**config.mk**
```make
export PLATFORM = sky130hd
export DESIGN_NAME = port_tx_arbiter
export DESIGN_NICKNAME = d
export VERILOG_FILES = /design/src/rtl/port_tx_arbiter.sv
export SDC_FILE = /design/constraint.sdc
export NUM_CORES = 1
export LEC_CHECK = 0
export CAP_MARGIN = 20
export CORE_ASPECT_RATIO = 1.2
export CORE_UTILIZATION = 38
export DETAILED_ROUTE_END_ITERATION = 10
export GPL_ROUTABILITY_DRIVEN = 0
export GPL_TIMING_DRIVEN = 0
export HOLD_SLACK_MARGIN = 0.02
export PLACE_DENSITY = 0.79
export RECOVER_POWER = 25
export REMOVE_ABC_BUFFERS = 1
export SKIP_CTS_REPAIR_TIMING = 1
export SKIP_LAST_GASP = 1
export SYNTH_ARGS = -nofsm -noshare
export SYNTH_HDL_FRONTEND = slang
export SYNTH_SLANG_ARGS = --single-unit
```
**constraint.sdc**
```tcl
create_clock -name clk -period 2.2 [get_ports clk]
set_clock_uncertainty 0.2 [all_clocks]
set_input_delay 0.44 -clock clk [delete_from_list [all_inputs] [get_ports clk]]
set_output_delay 0.44 -clock clk [all_outputs]
set_load 0.05 [all_outputs]
```
**src/rtl/port_tx_arbiter.sv**
```systemverilog
// rtl/port_tx_arbiter.sv - round-robin frame arbiter sharing one serial Port transmitter
// Optional stall timeout release: define PTA_TIMEOUT_EN.
module port_tx_arbiter #(
  parameter int N_REQ    = 4,
  parameter int DATA_LEN = 8,
  parameter int TIMEOUT  = 255
) (
  input  logic                      clk,
  input  logic                      reset,
  input  logic [N_REQ-1:0]          req_valid,
  input  logic [N_REQ*DATA_LEN-1:0] req_data,
  input  logic [N_REQ-1:0]          req_last,
  output logic [N_REQ-1:0]          req_ready,
  input  logic                      port_tr_free,
  output logic                      port_tr_start,
  output logic [DATA_LEN-1:0]       port_din,
  output logic [N_REQ-1:0]          grant,
  output logic                      busy,
  output logic                      frame_done,
  output logic                      abort
);
  localparam int PW = (N_REQ > 1) ? $clog2(N_REQ) : 1;

  typedef enum logic {IDLE, SEND} state_t;
  state_t state;

  logic [PW-1:0]       rr_ptr;
  logic [PW-1:0]       gidx;
  logic [PW-1:0]       pick_idx;
  logic [PW-1:0]       cand;
  logic [PW-1:0]       next_ptr;
  logic                pick_found;
  logic                accept;
  logic                cur_last;
  logic [DATA_LEN-1:0] cur_data;

  // Descending scan so the candidate closest to rr_ptr is the one left standing.
  always_comb begin
    pick_found = 1'b0;
    pick_idx   = rr_ptr;
    cand       = '0;
    for (int k = N_REQ - 1; k >= 0; k--) begin
      cand = PW'((int'(rr_ptr) + k) % N_REQ);
      if (req_valid[cand]) begin
        pick_found = 1'b1;
        pick_idx   = cand;
      end
    end
  end

  assign next_ptr  = (gidx == PW'(N_REQ - 1)) ? '0 : gidx + 1'b1;
  assign cur_data  = req_data[int'(gidx)*DATA_LEN +: DATA_LEN];
  assign cur_last  = req_last[gidx];
  // Blocking on port_tr_start keeps two starts from landing on consecutive cycles.
  assign req_ready = (state == SEND && !reset && port_tr_free && !port_tr_start) ? grant : '0;
  assign accept    = |(req_valid & req_ready);

`ifdef PTA_TIMEOUT_EN
  localparam int SW = ($clog2(TIMEOUT + 1) > 8) ? $clog2(TIMEOUT + 1) : 8;
  logic [SW-1:0] stall_cnt;
`else
  logic unused_timeout;
  assign unused_timeout = (TIMEOUT == 0);
  assign abort = 1'b0;
`endif

  always_ff @(posedge clk) begin
    if (reset) begin
      state         <= IDLE;
      grant         <= '0;
      busy          <= 1'b0;
      port_tr_start <= 1'b0;
      port_din      <= '0;
      frame_done    <= 1'b0;
      rr_ptr        <= '0;
      gidx          <= '0;
`ifdef PTA_TIMEOUT_EN
      abort         <= 1'b0;
      stall_cnt     <= '0;
`endif
    end else begin
      port_tr_start <= 1'b0;
      frame_done    <= 1'b0;
`ifdef PTA_TIMEOUT_EN
      abort         <= 1'b0;
`endif
      case (state)
        IDLE: begin
          if (pick_found) begin
            grant <= N_REQ'(1) << pick_idx;
            gidx  <= pick_idx;
            busy  <= 1'b1;
            state <= SEND;
`ifdef PTA_TIMEOUT_EN
            stall_cnt <= '0;
`endif
          end
        end
        SEND: begin
          if (accept) begin
            port_tr_start <= 1'b1;
            port_din      <= cur_data;
`ifdef PTA_TIMEOUT_EN
            stall_cnt     <= '0;
`endif
            if (cur_last) begin
              frame_done <= 1'b1;
              grant      <= '0;
              busy       <= 1'b0;
              rr_ptr     <= next_ptr;
              state      <= IDLE;
            end
          end
`ifdef PTA_TIMEOUT_EN
          else if (!req_valid[gidx]) begin
            if (stall_cnt == SW'(TIMEOUT - 1)) begin
              abort  <= 1'b1;
              grant  <= '0;
              busy   <= 1'b0;
              rr_ptr <= next_ptr;
              state  <= IDLE;
            end else begin
              stall_cnt <= stall_cnt + 1'b1;
            end
          end
`endif
        end
        default: state <= IDLE;
      endcase
    end
  end
endmodule

```
== Word-level counts from Yosys, hierarchy flattened ==
Cells that the tools add are included.

* Bits in registers: 20
* Input bits: 43
* Output and inout port bits: 20

* $add $sub $neg: 4
* Magnitude comparators: 5
* Eq/ne operators: 4
* Shifts and indexed selects: 2
* Mux-type cells: 34
* Bitwise logic cells: 3
* Reductions and logical operators: 12

{| class="wikitable"
|+ Operators with widths
! kind !! number
|-
| indexed part select 32 x 6 -> 8 bit || 1
|-
| two-way mux 1 bit || 17
|-
| two-way mux 4 bit || 4
|-
| < comparator 2 x 3 -> 1 bit, second input constant || 5
|-
| binary-select mux 1 bit (select 2 bit) || 5
|-
| two-way mux 2 bit || 5
|-
| case mux 4 bit (2 select lines) || 1
|-
| AND reduction 3 bit || 2
|-
| adder 2 x 1 -> 2 bit, second input constant || 2
|-
| adder 2 bit, second input constant || 2
|-
| bitwise AND 4 bit || 1
|-
| inequality test 2 x 1 -> 1 bit, second input constant || 2
|-
| case mux 1 bit (2 select lines) || 2
|-
| AND reduction 2 bit || 2
|-
| OR reduction 4 bit || 1
|-
| << shifter 1 x 2 -> 4 bit, first input constant || 1
|-
| logical AND 1 bit || 3
|-
| OR reduction 3 bit || 1
|-
| == test 2 bit, second input constant || 1
|-
| logical NOT 1 bit || 2
|-
| inequality test 2 bit, second input constant || 1
|-
| NOT 1 bit || 2
|-
| OR reduction 2 bit || 1
|}

== Depth between registers and ports, before layout ==
* Depth in word-level cells: 10
* Depth in mapped cells: 7
* Depth with buffers taken out: 5

== Least setup slack after synthesis ==
No wires, ideal clock.

* Path type: register -> register
* Start point: reg grant[1]
* End point: reg rr_ptr[0]
* Library setup time: 0.070 ns
* Arrival: 1.707 ns
* Data required time: 1.930 ns
* Slack: 0.223 ns
* Cell stages (with the launch flop): 7
* Path buffers: 1
* Cells stage by stage: dfxtp_1 > a22oi_1 > a21boi_4 > buf_12 > nand2_8 > or3_1 > a21oi_1

* Word-level cells in the longest chain between the ends: 4

{| class="wikitable"
|+ Ends and longest elaborated chain
! element !! line !! text
|-
| from (decl) || 17 || <nowiki>output logic [N_REQ-1:0] grant,</nowiki>
|-
| from (signal assigned) || 90 || <nowiki>grant <= N_REQ'(1) << pick_idx;</nowiki>
|-
| two-way mux 4 bit || 55 || <nowiki>assign req_ready = (state == SEND && !reset && port_tr_free && !port_tr_start) ? grant : '0;</nowiki>
|-
| bitwise AND 4 bit || 56 || <nowiki>assign accept = |(req_valid & req_ready);</nowiki>
|-
| OR reduction 4 bit || 56 ||
|-
| AND reduction 3 bit (no line) || - ||
|-
| to (signal assigned) || 110 || <nowiki>rr_ptr <= next_ptr;</nowiki>
|-
| to (decl) || 27 || <nowiki>logic [PW-1:0] rr_ptr;</nowiki>
|}

No other way between the ends.
A chain may end at the register's enable or synchronous reset.

== Final worst setup path ==
* Start point: in port_tr_free
* End point: out req_ready[0]

* Word-level cells in the longest chain between the ends: 3

{| class="wikitable"
|+ Ends and longest elaborated chain
! element !! line !! text
|-
| from (decl) || 14 || <nowiki>input logic port_tr_free,</nowiki>
|-
| logical AND 1 bit (2 in series) || 55 ||
|-
| two-way mux 4 bit || 55 ||
|-
| to (decl) || 13 || <nowiki>output logic [N_REQ-1:0] req_ready,</nowiki>
|}

No other way between the ends.

==> metrics.txt <==
syn_area_per_cell approximately 10 um^2; Final min period roughly 2200 ps; CTS Buffer Depth 2; tightest hold margin 305 ps; GRT overflow 0; Inst Count DP around 200; critical path fanouts, max 5; delay-heaviest family, CP buffers and inverters; Clock Tree Root clkbuf_4; Initial Util approximately two fifths; Worst EP required around 1600 ps; Max transition margin around three fifths; Distinct cells, synth 32; Achievable Freq 0.456 GHz; Crit path arrival time 1550 ps; Worst Setup End Kind output port; drt drc 0; H-tree depth 1; crit start category input pin; diode count 0; Critical Setup Path Class input pin to output port; number of routed nets with antenna violations 0; CTS tree built; CP cell instances clkdlybuf4s50_1, and4bb_4, and2_1, clkbuf_2; Rows 21; LEAKAGE 0.000632 uW; fin cells between 200 and 250; cells after synthesis roughly 110; post-synthesis sequential area ratio 35.5%; period utilization between 90% and 100%; Final Setup Violations 0; status finished, final reports clean; worst flop-to-flop path startpoint gidx[0]; CTS clk-pin slew, worst paths roughly 110 ps; routed wire length approximately 2.7 mm; YS warnings 0; register bit count reported by yosys 20; vias in the first global route 1032; buffers added on ports 61; Clock Latency Late Sink ~300 ps; largest net degree at the start of global routing 20; fin nets roughly 210; first-pass GRT wire length 4.20 mm; Die Area approximately 3200 um^2; RSZ-0062 raised after global routing true; Die W 51.7 um; Core Util, Final 62.7%; Worst path max stage delay ~460 ps; Iteration-0 DRC Markers 21; CP Buf/Inv Count 2; hpwl dp 2.02 mm; max-cap violations 0; global-route usage over all layers a little under a fifth; worst ir drop on vdd 0.000377 V; placed cell areas 1730 um^2; Vias between 1000 and 1500; Avg Vias per Cell between 5 and 6; clock sinks 20; Final Instance Area 1760 um^2; DIE HEIGHT slightly above 60 um; drt pass-1 iters 4; core area approximately 2800 um^2; worst setup path startpoint port_tr_free; share of post-route cells with drive strength above 1 between 10% and 20%; # IOs between 60 and 70; Max Slew Vio Count 0; initial antenna violation count 0; final hold vios 0; Critical-path top delay cell clkdlybuf4s50_1; post-DR wirelength/cell 13.2 um; hold_sp rr_ptr[0]; measured slew at the worst slew-check pin between 500 and 600 ps; Cell Pwr Density 499 nW/um^2; Syn Std Cell Area ~1100 um^2; Setup TNS 0 ps; cts bufs inserted 3; FILL cells 242; Hold Crit Class register to register; synth-to-layout area growth 56.4%
-- power by group --
part	switching (uW)	internal [uW]
combinational	80.4	116
sequential	13.9	372
clock	112	184
total	207	673
-- logic make-up (layout without fill, tap and decap cells) --
kind of cell	count (synthesis)	in the layout	share of synthesized area (%)
other	1	1	0.333
buffers and inverters	9	69	5.55
adders and majority gates	1	1	1.11
DFF	20	20	35.5
AOI/OAI and AO/OA	18	18	10.8
muxes	18	18	26.0
and+or+nand+nor	42	42	20.8
-- cells in the final DEF, fill, tap and decap left out, drive strengths merged, types with 2 or more instances in the layout --
master,instances
a21oi,9
a22oi,2
and2,4
clkbuf,11
clkdlybuf4s50,52
dfxtp,20
inv,2
mux2i,9
mux4,9
nand2,7
nand3,5
nand3b,2
nor2,13
nor2b,4
o21ai,3
or3,3
-- flip-flops by register name, summed over array words and instances (netlist names) --
register / count
port_din: 8
frame_done: 1
state: 1
gidx: 2
grant: 4
busy: 1
port_tr_start: 1
rr_ptr: 2
-- cell usage after synthesis --
library cell	number	area (um^2)
buf_4	1	7.51
o21ai_0	2	10.0
nor3_1	1	5.00
and4bb_4	1	16.3
inv_1	1	3.75
or3_1	3	18.8
a22oi_1	2	15.0
buf_2	1	5.00
inv_2	1	3.75
o31ai_1	1	7.51
nand2_1	6	22.5
mux2i_1	9	90.1
dfxtp_1	20	400
buf_6	1	11.3
nor2b_1	4	25.0
nor2_1	13	48.8
conb_1	1	3.75
a2bb2oi_1	1	8.76
buf_12	1	20.0
clkbuf_1	3	11.3
o221a_2	1	11.3
nor4_1	1	6.26
o21ai_1	1	5.00
nand3b_1	2	15.0
mux4_2	9	203
nand2_8	1	20.0
a21boi_4	1	18.8
nand3_1	5	25.0
or2_1	1	6.26
a21oi_1	9	45.0
and2_1	4	25.0
ha_1	1	12.5
-- final timing paths --
path                                endpoint  slack [ps]  cells after the start
worst max-delay path            req_ready[0]           9                      4
worst min-delay path               rr_ptr[0]         300                      2
worst max register to register      grant[2]         330                      4
worst min register to register     rr_ptr[0]         300                      2
-- stage by stage --
stage                     setup slack [ps]  power, uW
after floorplan                       96.3        485
after CTS                            -1090        890
after global routing                 -36.9        924
after detailed placement             -1070        594
after global placement               -1060        589
final                                 9.29        880
-- worst reg2reg max path, cell delays in order, from the launching register on --
cell     delay [ps]
dfxtp_2         570
mux4_2          620
nand2_8         130
nand3_1          90
a21oi_1         170
-- layer usage --
| metal | up-vias | part of all wire, % | GRT usage [%] |
|---|---|---|---|
| met4 | 0 | 1.5 | 8.49 |
| li1 | 512 | - | - |
| met3 | 5 | 9.2 | 6.67 |
| met1 | 499 | 38 | 18.7 |
| met5 | - | 0 | 0 |
| met2 | 55 | 51 | 32.8 |
-- final cells by class --
class | instances | area [um^2] | share of cell area [%]
Multi-Input combinational cell | 80 | 664 | 37.7
Inverter | 2 | 7.51 | 0.426
Clock inverter | 1 | 30.0 | 1.70
Clock buffer | 3 | 22.5 | 1.28
Timing Repair Buffer | 63 | 594 | 33.7
Sequential cell | 20 | 402 | 22.8
Tap cell | 34 | 42.5 | 2.41
No activity file was read; power rests on OpenSTA's default activity.
